File: src/rtl/apb_gpio_slave.sv
// apb_gpio_slave: APB GPIO port with DOUT/DIR/DIN registers and a fixed
// three-cycle transfer (setup, wait-state access, completing access).
// Optional edge-detecting interrupt unit, built when GPIO_IRQ_EN is defined.
module apb_gpio_slave #(
  parameter int DATA_WIDTH   = 32,
  parameter int ADDR_WIDTH   = 32,
  parameter int STROBE_WIDTH = 4,
  parameter int GPIO_WIDTH   = 32
) (
  input  logic                    PCLK,
  input  logic                    PRESET,
  input  logic [ADDR_WIDTH-1:0]   PADDR,
  input  logic                    PSEL,
  input  logic                    PENABLE,
  input  logic                    PWRITE,
  input  logic [DATA_WIDTH-1:0]   PWDATA,
  input  logic [STROBE_WIDTH-1:0] PSTRB,
  input  logic [2:0]              PPROT,
  output logic [DATA_WIDTH-1:0]   PRDATA,
  output logic                    PREADY,
  output logic                    PSLVERR,
  input  logic [GPIO_WIDTH-1:0]   gpio_in,
  output logic [GPIO_WIDTH-1:0]   gpio_out,
  output logic [GPIO_WIDTH-1:0]   gpio_oe,
  output logic                    irq
);

  typedef enum logic [1:0] {IDLE, SETUP, WAIT, DONE} state_t;

  state_t                  state_q, phase, state_nxt;
  logic [2:0]              addr_q;
  logic                    wr_q;
  logic [DATA_WIDTH-1:0]   wdata_q;
  logic [STROBE_WIDTH-1:0] strb_q;
  logic                    err, commit, done;
  logic [GPIO_WIDTH-1:0]   dout_q, dir_q, s1_q, s2_q, rd_val, wmask, wdata_g;
  logic [DATA_WIDTH-1:0]   wmask_full;
  logic                    unused_bits;
`ifdef GPIO_IRQ_EN
  logic [GPIO_WIDTH-1:0]   s3_q, imask_q, iedge_q, istat_q, rise, fall, set_evt, clr;
`endif

  assign unused_bits = ^{PADDR[ADDR_WIDTH-1:5], PADDR[1:0], PPROT};

  // State register
  always_ff @(posedge PCLK or posedge PRESET) begin
    if (PRESET) state_q <= IDLE;
    else        state_q <= state_nxt;
  end

  // Next state: a setup phase arriving while idle is that cycle's SETUP,
  // so DONE lands on the second access cycle of the bus transfer
  always_comb begin
    phase = state_q;
    if (state_q == IDLE && PSEL && !PENABLE) phase = SETUP;
    state_nxt = IDLE;
    if (PSEL) begin
      case (phase)
        IDLE:    state_nxt = IDLE;
        SETUP:   state_nxt = WAIT;
        WAIT:    state_nxt = DONE;
        DONE:    state_nxt = PENABLE ? IDLE : SETUP;
        default: state_nxt = IDLE;
      endcase
    end
  end

  // Bus outputs, driven only in the completing cycle
  always_comb begin
    done    = (state_q == DONE);
    PREADY  = done;
    PSLVERR = done && err;
    PRDATA  = '0;
    if (done && !wr_q && !err) PRDATA[GPIO_WIDTH-1:0] = rd_val;
  end

  // Capture the transfer attributes as it leaves SETUP
  always_ff @(posedge PCLK or posedge PRESET) begin
    if (PRESET) begin
      addr_q  <= '0;
      wr_q    <= 1'b0;
      wdata_q <= '0;
      strb_q  <= '0;
    end else if (phase == SETUP && PSEL) begin
      addr_q  <= PADDR[4:2];
      wr_q    <= PWRITE;
      wdata_q <= PWDATA;
      strb_q  <= PSTRB;
    end
  end

  // Register decode: read mux and error detection
  always_comb begin
    err    = 1'b0;
    rd_val = '0;
    case (addr_q)
      3'd0: rd_val = dout_q;
      3'd1: rd_val = dir_q;
      3'd2: begin
        rd_val = s2_q;
        err    = wr_q;
      end
`ifdef GPIO_IRQ_EN
      3'd3: rd_val = imask_q;
      3'd4: rd_val = istat_q;
      3'd5: rd_val = iedge_q;
`endif
      default: err = 1'b1;
    endcase
  end

  assign commit = done && wr_q && !err;

  // Expand byte strobes into a bit mask
  always_comb begin
    wmask_full = '0;
    for (int unsigned i = 0; i < STROBE_WIDTH; i++)
      wmask_full[i*8 +: 8] = {8{strb_q[i]}};
  end

  assign wmask   = wmask_full[GPIO_WIDTH-1:0];
  assign wdata_g = wdata_q[GPIO_WIDTH-1:0];

  // DOUT and DIR registers
  always_ff @(posedge PCLK or posedge PRESET) begin
    if (PRESET) begin
      dout_q <= '0;
      dir_q  <= '0;
    end else if (commit) begin
      if (addr_q == 3'd0) dout_q <= (dout_q & ~wmask) | (wdata_g & wmask);
      if (addr_q == 3'd1) dir_q  <= (dir_q  & ~wmask) | (wdata_g & wmask);
    end
  end

  // Input synchroniser (plus edge-history flop when interrupts exist)
  always_ff @(posedge PCLK or posedge PRESET) begin
    if (PRESET) begin
      s1_q <= '0;
      s2_q <= '0;
`ifdef GPIO_IRQ_EN
      s3_q <= '0;
`endif
    end else begin
      s1_q <= gpio_in;
      s2_q <= s1_q;
`ifdef GPIO_IRQ_EN
      s3_q <= s2_q;
`endif
    end
  end

  assign gpio_out = dout_q;
  assign gpio_oe  = dir_q;

`ifdef GPIO_IRQ_EN
  assign rise    = s2_q & ~s3_q;
  assign fall    = ~s2_q & s3_q;
  assign set_evt = (rise & iedge_q) | (fall & ~iedge_q);
  assign clr     = (commit && addr_q == 3'd4) ? (wdata_g & wmask) : '0;

  // IMASK and IEDGE registers
  always_ff @(posedge PCLK or posedge PRESET) begin
    if (PRESET) begin
      imask_q <= '0;
      iedge_q <= '0;
    end else if (commit) begin
      if (addr_q == 3'd3) imask_q <= (imask_q & ~wmask) | (wdata_g & wmask);
      if (addr_q == 3'd5) iedge_q <= (iedge_q & ~wmask) | (wdata_g & wmask);
    end
  end

  // ISTAT: a new edge event takes priority over a same-cycle W1C clear
  always_ff @(posedge PCLK or posedge PRESET) begin
    if (PRESET) istat_q <= '0;
    else        istat_q <= (istat_q & ~clr) | set_evt;
  end

  assign irq = |(istat_q & imask_q);
`else
  assign irq = 1'b0;
`endif

endmodule

File: config.mk
export PLATFORM = sky130hd
export DESIGN_NAME = apb_gpio_slave
export DESIGN_NICKNAME = d
export VERILOG_FILES = /design/src/rtl/apb_gpio_slave.sv
export SDC_FILE = /design/constraint.sdc
export NUM_CORES = 1
export LEC_CHECK = 0
export ABC_AREA = 1
export CORE_ASPECT_RATIO = 0.5
export CORE_UTILIZATION = 46
export CTS_CLUSTER_SIZE = 8
export DETAILED_ROUTE_END_ITERATION = 8
export PLACE_DENSITY_LB_ADDON = 0.1
export SETUP_SLACK_MARGIN = 0.02
export SLEW_MARGIN = 0
export SYNTH_ARGS = -nofsm -noshare
export SYNTH_HDL_FRONTEND = slang
export SYNTH_SLANG_ARGS = --single-unit
File: constraint.sdc
create_clock -name PCLK -period 7.6 [get_ports PCLK]
set_input_delay 1.14 -clock PCLK [delete_from_list [all_inputs] [get_ports PCLK]]
set_output_delay 1.14 -clock PCLK [all_outputs]
set_load 0.05 [all_outputs]
**After elaboration in Yosys (flattened, before gate mapping)**

Cells that the tools add are included.

- Output and inout bits: 99
- Input port bits: 108
- Register bits after elaboration: 170
- Logic and storage cells: 45

- Bitwise operators: 6
- Muxes and demuxes: 7
- Reductions and logical operators: 17
- Equal/unequal tests: 6

Operators with widths:

| operator | number |
|---|---|
| 32-bit bitwise AND | 3 |
| 32-bit one-hot mux with 3 select lines | 1 |
| 32-bit bitwise OR | 2 |
| 32-bit 2-to-1 mux | 1 |
| 32-bit NOT | 1 |
| 1-bit logical AND | 8 |
| 2-bit one-hot mux with 4 select lines | 1 |
| 2-bit equality test (second input constant) | 3 |
| 2-bit zero test | 2 |
| 2-bit 2-to-1 mux | 2 |
| 2-bit AND reduction | 2 |
| 3-bit by 1-bit equality test with 1-bit output (second input constant) | 1 |
| 3-bit by 2-bit equality test with 1-bit output (second input constant) | 1 |
| 1-bit zero test | 3 |
| 3-bit zero test | 1 |
| 2-bit by 1-bit equality test with 1-bit output (second input constant) | 1 |
| 1-bit one-hot mux with 2 select lines | 1 |
| 2-bit OR reduction | 1 |
| 1-bit 2-to-1 mux | 1 |

**Logic depth before layout (Yosys ltp)**

- Word-level depth: 7
- Gate-level depth with buffers: 8
- Gate-level depth less buffers: 7

**Worst setup path after synthesis**

No wires, ideal clock.

- Path kind: flip-flop to output port
- Start: reg state_q[1]
- End: out PRDATA[0]
- Data arrival time: 1671 ps
- Cell stages (with the launch flop): 8
- Data required time: 6460 ps
- Path slack: 4789 ps
- Path buffers: 1
- Path through: dfrtp_1 -> nand2_1 -> inv_1 -> nand3_1 -> inv_1 -> buf_1 -> nand2_1 -> inv_1

- Word-level cells in the longest chain between the ends: 4

RTL lines:

| item | line | RTL |
|---|---|---|
| start: declaration | 30 | `state_t state_q, phase, state_nxt;` |
| start signal: assignment | 48 | `else state_q <= state_nxt;` |
| 2-bit equality test | 70 | `done = (state_q == DONE);` |
| named net PREADY | 20 | `output logic PREADY,` |
| 1-bit logical AND (2 in series) | 74 | `if (done && !wr_q && !err) PRDATA[GPIO_WIDTH-1:0] = rd_val;` |
| 32-bit 2-to-1 mux | 74 |  |
| end: declaration | 19 | `output logic [DATA_WIDTH-1:0] PRDATA,` |

The timed path passes the listed nets, and every way through them passes these cells.

**Worst setup path in the final report**

- Start: reg addr_q[1]
- End: out PRDATA[18]

- Word-level cells in the longest chain between the ends: 6

RTL lines:

| item | line | RTL |
|---|---|---|
| start: declaration | 31 | `logic [2:0] addr_q;` |
| start signal: assignment | 85 | `addr_q <= PADDR[4:2];` |
| 3-bit by 1-bit equality test with 1-bit output / 3-bit zero test (equally long branches) | 96 | `case (addr_q)` |
| 2-bit OR reduction (no line) | -- |  |
| 1-bit one-hot mux with 2 select lines | 96 |  |
| 1-bit zero test | 74 |  |
| 1-bit logical AND | 74 |  |
| 32-bit 2-to-1 mux (*) | 74 |  |

Mark *: on every way between the ends. The rest lies on a longest branch, timed or not.

==> flow_metrics.py <==
metrics = {
    "run_status": {
        "run_status": "completed",
    },
    "yosys": {
        "synth_top_area_share_pct": 64.3,
        "synth_xor_area_share_pct": 0,
        "yosysMostFrequentCell": "nand2_1",
        "synth-compound-area-share_pct": 0.662,
        "synth_commonest_cells": "nand2_1 (269), dfrtp_1 (170), nand3_1 (99)",
        "ys_async_sr_fraction_pct": 100,
        "synth_top_cell_by_area": "dfrtp_1",
        "synth_nets": 783,
        "synth_edf_count": 0,
        "ys_seq_area_share_pct": 64.3,
        "syn_area_mm2": 0.00661,
        "synth_top_family_by_area": "simple AND/OR/NAND/NOR gates",
        "synth_mux_area_share_pct": 6.30,
        "synth-simple-area-share_pct": 23.6,
        "syn_inst": 673,
        "synth.avg_cell_area_um2": 9.83,
        "synthFlopType": "dfrtp_1",
        "synth_cell_type_count": 19,
        "yosysWarnings": 0,
        "ys_seq_elements": 170,
        "synthTopCellsByArea": "dfrtp_1 (64%), nand2_1 (15%), nand3_1 (7.5%)",
        "yosys.area_share.adder_pct": 0.378,
    },
    "global_routing": {
        "grt_max_degree": 109,
        "grt_usage_pct": 22.6,
        "grt_pass1_vias": 4856,
        "grt_overflow": 0,
        "grt_pass1_wl_um": 25300,
        "antenna_found_initial": 0,
    },
    "timing": {
        "whs_ns": 0.348,
        "setup-violations-final": 0,
        "min_period_over_period_pct": 59.7,
        "final_max_slew_viol_count": 0,
        "finClkSkew_ns": 0.0141,
        "hold_violations": 0,
        "layout_setup_ws_ns": 3.06,
        "worstMarginPinSlew_ns": 1.25,
        "slew_headroom_pct": 16.3,
        "rsz0062_at_grt": "no",
        "fmax_mhz": 220,
        "layout_min_cycle_time_ns": 4.54,
        "fin_setup_tns_ns": 0,
    },
    "clocking": {
        "cts_max_path_buffers": 2,
        "tritoncts": "done",
        "ctsResizeCount": 0,
        "post_cts_buffers": 0,
        "numCtsBuffers": 17,
        "hold_buffers": 0,
        "clk-insertion-delay-late_ns": 0.42,
        "cts_sinks": 170,
        "root_buffer": "clkbuf_16",
        "htree_levels": 4,
        "cts.clk_slew.worst_paths_ns": 0.06,
    },
    "setup_path": {
        "cp_max_fo": 17,
        "worst-setup-path-type": "reg -> out",
        "required_ns": 6.46,
        "critPathLaunchType": "flop",
        "startpoint": "addr_q[1]",
        "r2r_cells": 6,
        "arrival_ns": 3.40,
        "cp-end-kind": "output port",
        "reg2reg_from": "addr_q[1]",
        "regToRegSetupSlack_ns": 4.79,
        "crit_end": "PRDATA[18]",
    },
    "detailed_routing": {
        "drc": 0,
        "via_count": 5047,
        "vias_per_cell": 4.84,
        "initialDrtViolationCount": 283,
        "drt_wl_total_um": 15700,
        "drt-pass1-iter-count": 5,
        "antenna_left": 0,
        "drt-wirelength-per-cell_um": 15.0,
    },
    "die": {
        "ios": 207,
        "num_rows": 30,
        "chipWidth_um": 172,
        "die_y_um": 86.8,
        "initial_utilization_pct": 48.0,
        "die_area_mm2": 0.0149,
        "core_area_mm2": 0.0138,
    },
    "final_layout": {
        "fin_util_pct": 65.6,
        "diodes": 0,
        "drive_gt1_share_pct": 9.05,
        "regArea_mm2": 0.00425,
        "multi_input_area_mm2": 0.00206,
        "area_growth_pct": 36.8,
        "final_nets": 948,
        "n_fill_cell": 1119,
    },
    "placed_design": {
        "hpwl_um": 10300,
        "place.gp.congestion": 0.786,
        "pre_cts_ws_ns": 3.48,
        "portBuffers": 173,
    },
    "pwr": {
        "leakagePower_nw": 4.44,
        "power_density_mw_per_mm2": 277,
        "ir_drop_v": 0.000161,
    },
    "run": {
        "drv.max_cap_violation_count": 0,
    },
    "worst_hold_path": {
        "hp-class": "reg -> reg",
    },
}
-- placed cells by master, fill, tap and decap left out --
cell	Yosys	routed
nor2_1	5	5
clkbuf_8	0	1
o21ai_0	1	1
nand2_1	269	268
nand3_1	99	99
inv_6	0	5
clkinv_4	0	2
inv_1	46	45
clkdlybuf4s50_1	0	173
o31ai_1	1	1
nand2_2	0	1
clkbuf_16	0	17
a31oi_1	1	1
nor3_4	0	1
a21oi_1	5	5
clkinvlp_4	0	4
nor2_4	2	2
dfrtp_1	170	170
conb_1	1	1
mux2_2	37	37
ha_1	2	2
clkinv_2	0	1
clkbuf_1	19	3
buf_4	1	5
nor3_2	1	1
-- cell type report --
type,instances,area share (%)
Clock buffer,21,4.98
Clock inverter,11,0.968
Inverter,46,1.96
Multi-Input combinational cell,425,22.8
Sequential cell,170,47.0
Tap cell,192,2.66
Timing Repair Buffer,178,19.6
-- metal layers --
metal | vias to the layer above | share of wire (%) | track usage, %
met5 | - | 0 | 0
met3 | 20 | 5.2 | 5.02
met4 | 0 | 1.4 | 6.98
li1 | 2449 | - | -
met2 | 131 | 46 | 36.0
met1 | 2447 | 47 | 31.3
-- how the worst min path moves through the flow --
stage / start / endpoint / slack [ns] / cells past startpoint
floorplan: s1_q[0] / s2_q[0] / 0.33 / 0
global placement: s1_q[30] / s2_q[30] / 0.33 / 0
detailed placement: s1_q[13] / s2_q[13] / 0.33 / 0
CTS: s1_q[13] / s2_q[13] / 0.35 / 0
global route: s1_q[4] / s2_q[4] / 0.35 / 0
finish: s1_q[13] / s2_q[13] / 0.35 / 0
-- worst max-delay path, stage by stage, from the launching register on --
cell	delay, ns
dfrtp_1	0.43
inv_1	0.10
nor3_2	0.94
buf_4	0.40
nand2_1	0.10
nand3_1	0.10
nand2_1	0.05
inv_1	0.06
clkdlybuf4s50_1	0.79
-- through the flow --
stage / cell area, um^2 / cells / power, mW
after floorplan: 6610 / 673 / 1.53
after global placement: 8510 / 1011 / 1.71
after detailed placement: 8510 / 1011 / 1.73
after CTS: 9040 / 1043 / 2.52
after global routing: 9040 / 1043 / 2.63
final: 9040 / 1043 / 2.51
-- where the power goes --
part | switching, mW | internal [mW] | total, mW
combinational | 0.280 | 0.207 | 0.486
sequential | 0.167 | 1.06 | 1.22
clock | 0.365 | 0.432 | 0.797
total | 0.811 | 1.69 | 2.51
-- logic make-up after synthesis --
kind of cell / after synthesis
adders and majority gates: 2
buffers and inverters: 78
and+or+nand+nor: 377
AOI/OAI and AO/OA: 8
other: 1
DFF: 170
muxes: 37
Note: power is estimated with default switching activity, not from simulation.
